File: config.mk
export PLATFORM = sky130hd
export DESIGN_NAME = updn_ctr_sched
export DESIGN_NICKNAME = d
export VERILOG_FILES = /design/src/rtl/updn_sched_pkg.sv /design/src/rtl/DW03_updn_ctr.sv /design/src/rtl/updn_rr_arb.sv /design/src/rtl/updn_ctr_sched.sv
export SDC_FILE = /design/constraint.sdc
export NUM_CORES = 1
export LEC_CHECK = 0
export CORE_MARGIN = 5
export CORE_UTILIZATION = 51
export CTS_CLUSTER_SIZE = 40
export DETAILED_ROUTE_END_ITERATION = 8
export GPL_TIMING_DRIVEN = 0
export HOLD_SLACK_MARGIN = 0.05
export PLACE_DENSITY = 0.8
export SKIP_CTS_REPAIR_TIMING = 1
export SLEW_MARGIN = 0
export SYNTH_ARGS = -nofsm -noshare
export SYNTH_HDL_FRONTEND = slang
export SYNTH_SLANG_ARGS = --single-unit
File: constraint.sdc
create_clock -name clk -period 3.65 [get_ports clk]
set_input_delay 0.73 -clock clk [delete_from_list [all_inputs] [get_ports clk]]
set_output_delay 0.73 -clock clk [all_outputs]
set_load 0.03 [all_outputs]
File: src/rtl/updn_sched_pkg.sv
// Shared definitions for the interval-counter scheduler.
//   state_e   : scheduler FSM encoding (2 bits)
//   ALL_ONES  : terminal value for up-counting, truncated to WIDTH at use
package updn_sched_pkg;

    localparam int unsigned MAX_WIDTH = 32;
    localparam logic [MAX_WIDTH-1:0] ALL_ONES = '1;

    typedef enum logic [1:0] {
        S_IDLE = 2'd0,
        S_LOAD = 2'd1,
        S_RUN  = 2'd2,
        S_DONE = 2'd3
    } state_e;

endpackage

File: src/rtl/DW03_updn_ctr.sv
// Behavioural model of the DesignWare up/down counter used by the scheduler.
//   data/load : synchronous parallel load, load is active-low
//   up_dn     : 1 = increment, 0 = decrement
//   cen       : count enable
//   reset     : async active-low
//   count     : counter register
//   tercnt    : all-ones when counting up, zero when counting down
module DW03_updn_ctr #(
    parameter int unsigned width = 8
) (
    input  logic [width-1:0] data,
    input  logic             up_dn,
    input  logic             load,
    input  logic             cen,
    input  logic             clk,
    input  logic             reset,
    output logic [width-1:0] count,
    output logic             tercnt
);

    always_ff @(posedge clk or negedge reset) begin
        if (!reset) begin
            count <= '0;
        end else if (!load) begin
            count <= data;
        end else if (cen) begin
            count <= up_dn ? count + width'(1) : count - width'(1);
        end
    end

    assign tercnt = up_dn ? (&count) : ~(|count);

endmodule

File: src/rtl/updn_rr_arb.sv
// Combinational round-robin pick: first set request at or after ptr, wrapping.
//   req     : request vector
//   ptr     : highest-priority index this round
//   gnt_c   : one-hot winner (zero when no request)
//   idx_c   : winner index
//   valid_c : any request present
module updn_rr_arb #(
    parameter int unsigned NUM_REQ = 4,
    parameter int unsigned PTR_W   = 2
) (
    input  logic [NUM_REQ-1:0] req,
    input  logic [PTR_W-1:0]   ptr,
    output logic [NUM_REQ-1:0] gnt_c,
    output logic [PTR_W-1:0]   idx_c,
    output logic               valid_c
);

    logic [PTR_W-1:0] cand;

    always_comb begin
        gnt_c   = '0;
        idx_c   = '0;
        valid_c = 1'b0;
        cand    = '0;
        for (int unsigned k = 0; k < NUM_REQ; k++) begin
            cand = PTR_W'((32'(ptr) + k) % NUM_REQ);
            if (!valid_c && req[cand]) begin
                valid_c     = 1'b1;
                idx_c       = cand;
                gnt_c[cand] = 1'b1;
            end
        end
    end

endmodule

File: src/rtl/updn_ctr_sched.sv
// Time-shares one up/down interval counter between NUM_REQ requesters.
//   clk, reset : clock, async active-high reset
//   req        : per-requester request level, held until done
//   req_up     : count direction per requester, captured at grant
//   req_len    : packed interval lengths, slice i belongs to requester i
//   hold       : global pause of the counter while running
//   grant      : one-hot current owner
//   done       : one-cycle pulse to the owner on interval expiry
//   busy       : scheduler is in LOAD/RUN/DONE
//   count      : live counter value
module updn_ctr_sched
    import updn_sched_pkg::*;
#(
    parameter int unsigned WIDTH   = 8,
    parameter int unsigned NUM_REQ = 4
) (
    input  logic                     clk,
    input  logic                     reset,
    input  logic [NUM_REQ-1:0]       req,
    input  logic [NUM_REQ-1:0]       req_up,
    input  logic [NUM_REQ*WIDTH-1:0] req_len,
    input  logic                     hold,
    output logic [NUM_REQ-1:0]       grant,
    output logic [NUM_REQ-1:0]       done,
    output logic                     busy,
    output logic [WIDTH-1:0]         count
);

    localparam int unsigned PTR_W = (NUM_REQ > 1) ? $clog2(NUM_REQ) : 1;
    localparam logic [WIDTH-1:0] TERM_UP = WIDTH'(ALL_ONES);

    state_e               state_q, state_d;
    logic [NUM_REQ-1:0]   grant_q, grant_d;
    logic [NUM_REQ-1:0]   done_q, done_d;
    logic                 busy_q, busy_d;
    logic [PTR_W-1:0]     ptr_q, ptr_d;
    logic [PTR_W-1:0]     id_q, id_d;
    logic                 up_q, up_d;
    logic [WIDTH-1:0]     len_q, len_d;

    logic [NUM_REQ-1:0]   arb_gnt_c;
    logic [PTR_W-1:0]     arb_idx_c;
    logic                 arb_valid_c;
    logic [WIDTH-1:0]     len_arr [NUM_REQ];
    logic                 owner_req_c;
    logic [PTR_W-1:0]     next_ptr_c;
    logic                 load_c;
    logic                 cen_c;
    logic [WIDTH-1:0]     data_c;
    logic                 tercnt;

    // Unpack per-requester lengths
    for (genvar i = 0; i < NUM_REQ; i++) begin : g_len
        assign len_arr[i] = req_len[i*WIDTH +: WIDTH];
    end

    updn_rr_arb #(
        .NUM_REQ (NUM_REQ),
        .PTR_W   (PTR_W)
    ) u_arb (
        .req     (req),
        .ptr     (ptr_q),
        .gnt_c   (arb_gnt_c),
        .idx_c   (arb_idx_c),
        .valid_c (arb_valid_c)
    );

    assign owner_req_c = req[id_q];
    assign next_ptr_c  = (32'(id_q) == NUM_REQ - 1) ? '0 : id_q + PTR_W'(1);

    // Counter control; enable is dropped at terminal count so the final value
    // is held, and on abort so the counter stays where the owner left it.
    assign load_c = (state_q == S_LOAD);
    assign cen_c  = (state_q == S_RUN) && !hold && !tercnt && owner_req_c;
    assign data_c = up_q ? (TERM_UP - len_q) : len_q;

    DW03_updn_ctr #(
        .width  (WIDTH)
    ) u_ctr (
        .data   (data_c),
        .up_dn  (up_q),
        .load   (~load_c),
        .cen    (cen_c),
        .clk    (clk),
        .reset  (~reset),
        .count  (count),
        .tercnt (tercnt)
    );

    // State and output registers
    always_ff @(posedge clk or posedge reset) begin
        if (reset) begin
            state_q <= S_IDLE;
            grant_q <= '0;
            done_q  <= '0;
            busy_q  <= 1'b0;
            ptr_q   <= '0;
            id_q    <= '0;
            up_q    <= 1'b0;
            len_q   <= '0;
        end else begin
            state_q <= state_d;
            grant_q <= grant_d;
            done_q  <= done_d;
            busy_q  <= busy_d;
            ptr_q   <= ptr_d;
            id_q    <= id_d;
            up_q    <= up_d;
            len_q   <= len_d;
        end
    end

    // Next-state and registered-output logic
    always_comb begin
        state_d = state_q;
        grant_d = grant_q;
        done_d  = '0;
        ptr_d   = ptr_q;
        id_d    = id_q;
        up_d    = up_q;
        len_d   = len_q;

        unique case (state_q)
            S_IDLE: begin
                if (arb_valid_c) begin
                    state_d = S_LOAD;
                    grant_d = arb_gnt_c;
                    id_d    = arb_idx_c;
                    up_d    = req_up[arb_idx_c];
                    len_d   = len_arr[arb_idx_c];
                end
            end
            S_LOAD: begin
                if (!owner_req_c) begin
                    state_d = S_IDLE;
                    grant_d = '0;
                    ptr_d   = next_ptr_c;
                end else begin
                    state_d = S_RUN;
                end
            end
            S_RUN: begin
                // Abort takes priority over a simultaneous terminal count
                if (!owner_req_c) begin
                    state_d = S_IDLE;
                    grant_d = '0;
                    ptr_d   = next_ptr_c;
                end else if (tercnt) begin
                    state_d = S_DONE;
                    done_d  = grant_q;
                end
            end
            S_DONE: begin
                state_d = S_IDLE;
                grant_d = '0;
                ptr_d   = next_ptr_c;
            end
            default: state_d = S_IDLE;
        endcase

        busy_d = (state_d != S_IDLE);
    end

    assign grant = grant_q;
    assign done  = done_q;
    assign busy  = busy_q;

endmodule

==> results of run 1 <==
==> power breakdown <==
part,internal (mW),switching (mW)
combinational,0.958,1.13
clock,0.168,0.116
sequential,0.511,0.167
total,1.64,1.42
==> worst max-delay path, cell delays in order (launching register included) <==
cell      delay, ns
dfrtp_1        0.46
buf_6          0.19
inv_1          0.14
ha_1           0.33
buf_6          0.13
mux4_2         0.59
o21bai_1       0.23
nand2_2        0.23
nand2_8        0.15
mux2_4         0.33
a221o_1        0.29
==> stage by stage <==
step,std cells,area (sq um)
2_1_floorplan,274,2570
3_3_place_gp,399,3230
3_5_place_dp,399,3230
4_1_cts,406,3330
5_1_grt,407,3350
6_report,407,3350
==> registers in the layout (all words and copies together) (netlist names) <==
name	count
busy	1
ptr_q	2
done	4
u_ctr.count	8
len_q	8
up_q	1
state_q	2
id_q	2
grant	4
==> cell usage after synthesis (2+ instances only) <==
master and count:
a21bo_1 5, a211oi_1 2, nor2_1 21, buf_6 2, xor2_1 6, mux2_2 3
o21a_1 2, a22o_1 4, a22oi_1 5, ha_1 18, mux2i_1 11, a21o_1 3
mux2_4 4, o21ai_0 11, clkbuf_1 7, and3_1 5, nand3_1 13, mux4_2 3
a21oi_1 16, nor2b_1 2, xnor2_1 7, nor4_1 4, a221o_1 8, o21ai_1 8
o22ai_1 2, dfrtp_1 32, nand2b_1 2, inv_1 13, o211ai_1 6, buf_2 3
and2_1 3, o21bai_1 4, nand2_1 17
==> worst paths after layout <==
path                                  endpoint  slack, ns  cells past startpoint
worst max-delay path                  len_q[2]       0.48                     10
worst min-delay path                  len_q[4]       0.53                      2
worst max register to register        len_q[2]       0.48                     10
worst min register to register        len_q[4]       0.53                      2
max in group asynchronous       u_ctr.count[0]       2.40                      3
min in group asynchronous             grant[2]       0.78                      2
==> layer usage <==
metal / global-route usage (%) / share of wire (%)
met1: 25.2 / 45
met2: 32.2 / 49
met3: 3.22 / 5.0
met4: 6.25 / 1.2
met5: 0 / 0
==> layout make-up <==
class,instances,share of cell area (%)
sequential,32,23.9
buffer,14,2.28
inverter,13,1.45
clock buffer,7,2.87
timing repair buffer,59,18.1
multi-input combinational,215,48.9
tap,67,2.50
==> logic make-up after synthesis <==
logic type / share of synthesized area [%]
AOI/OAI and AO/OA: 23.8
adders and majority gates: 9.56
muxes: 10.6
and+or+nand+nor: 15.6
DFF: 31.2
xor gates and xnor gates: 4.44
buffers and inverters: 4.88
==> results.yml, run 1 <==
global_routing:
  grt_max_degree: 33
  antenna_found_initial: 0
  grt_pass1_vias: 2141
  grt-ovfl-total: 0
  gr-usage-all-layers_pct: 19.2
  grt_pass1_wl_mm: 9.93
timing:
  holdWs_ns: 0.531
  worst_slack_ns: 0.476
  hold_violations: 0
  rsz0062_at_grt: "false"
  final.setup.tns_ns: 0
  fin_crit_ns: 3.17
  slew_violations: 0
  relSlewSlack_pct: 58.1
  setup_violations: 0
  tightest_slew_ns: 0.622
  fmax_ghz: 0.315
  clock_skew_ns: 0.00480
  final.period_utilization_pct: 87.0
detailed_routing:
  totalWireLength_mm: 5.87
  wl_per_cell_um: 14.4
  dr.pass1.iters: 5
  drc: 0
  ant_nets: 0
  drt-initial-drc-count: 76
  via_per_inst: 5.61
  dr_total_vias: 2283
setup_path:
  cp-start-kind: "register"
  endpoint_kind: "register"
  worst_ep_required_time_ns: 3.81
  critical_path_class: "reg -> reg"
  critPathMaxFanout: 10
  startpoint: "ptr_q[0]"
  arrival_ns: 3.33
  reg2reg_from: "ptr_q[0]"
power:
  p_leak_nw: 1.48
  vdd_drop_max_mv: 0.513
  power_mw: 3.05
  power_density_nw_per_um2: 910
flow_run:
  cap_violations: 0
placed_design:
  post-dp-hpwl_mm: 4.73
  gp_congestion: 0.907
  port_buffers: 58
  place_ws_ns: 0.346
cts:
  ctsRootBufferMaster: "clkbuf_8"
  clk_latency_ns: 0.28
  numCtsBuffers: 5
  cts.clk_slew.worst_paths_ns: 0.06
  cts.path.max_buffers: 2
  cts_max_level: 2
  numClockSinks: 32
  tritoncts: "done"
final_layout:
  final_layout_size_suffix_gt1_share_pct: 8.53
  antennaDiodeCount: 0
  multi_input_area_sq_um: 1640
  fin_util_pct: 69.6
  final_cell_mix: "58 x clkdlybuf4s50_1, 32 x dfrtp_1, 21 x nor2_1"
  fill_cells: 392
  layout_commonest_cell: "clkdlybuf4s50_1"
  nNetsFinal: 402
  seq_area_sq_um: 801
  synthToLayoutAreaGrowth_pct: 30.7
yosys:
  ys_seq_area_share_pct: 31.2
  syn_nets: 336
  syn_area_per_cell_sq_um: 9.37
  synth-seq-cells: 32
  synthTopCellsByArea: "dfrtp_1 31%, ha_1 8.8%, mux2i_1 4.3%"
  async_flop_share_pct: 100
  synthesis.area_sq_um: 2570
  yosysTopAreaCell: "dfrtp_1"
  netlist_instances: 274
  synthFlopType: "dfrtp_1"
  post_synth_num_cell_types: 55
  synth-edff-count: 0
  synth_top_area_share_pct: 31.2
  yosysWarnings: 0
floorplan:
  rows: 25
  design.core.area_sq_um: 4820
  die_area_sq_um: 6550
  pin_count: 60
  die_h_um: 80.9
  fp.dieW_um: 80.9
  start_util_pct: 53.3
outcome:
  status: "completed"
min_path:
  hold_path_class: "reg -> reg"
  min_from: "len_q[4]"
Power figures use the tool's default switching activity.
==> run 2, diff against run 1 <==
- SLEW_MARGIN: 0 -> unset
==> results of run 2 <==
The final DEF is identical to that of run 1; final timing and power are the same.
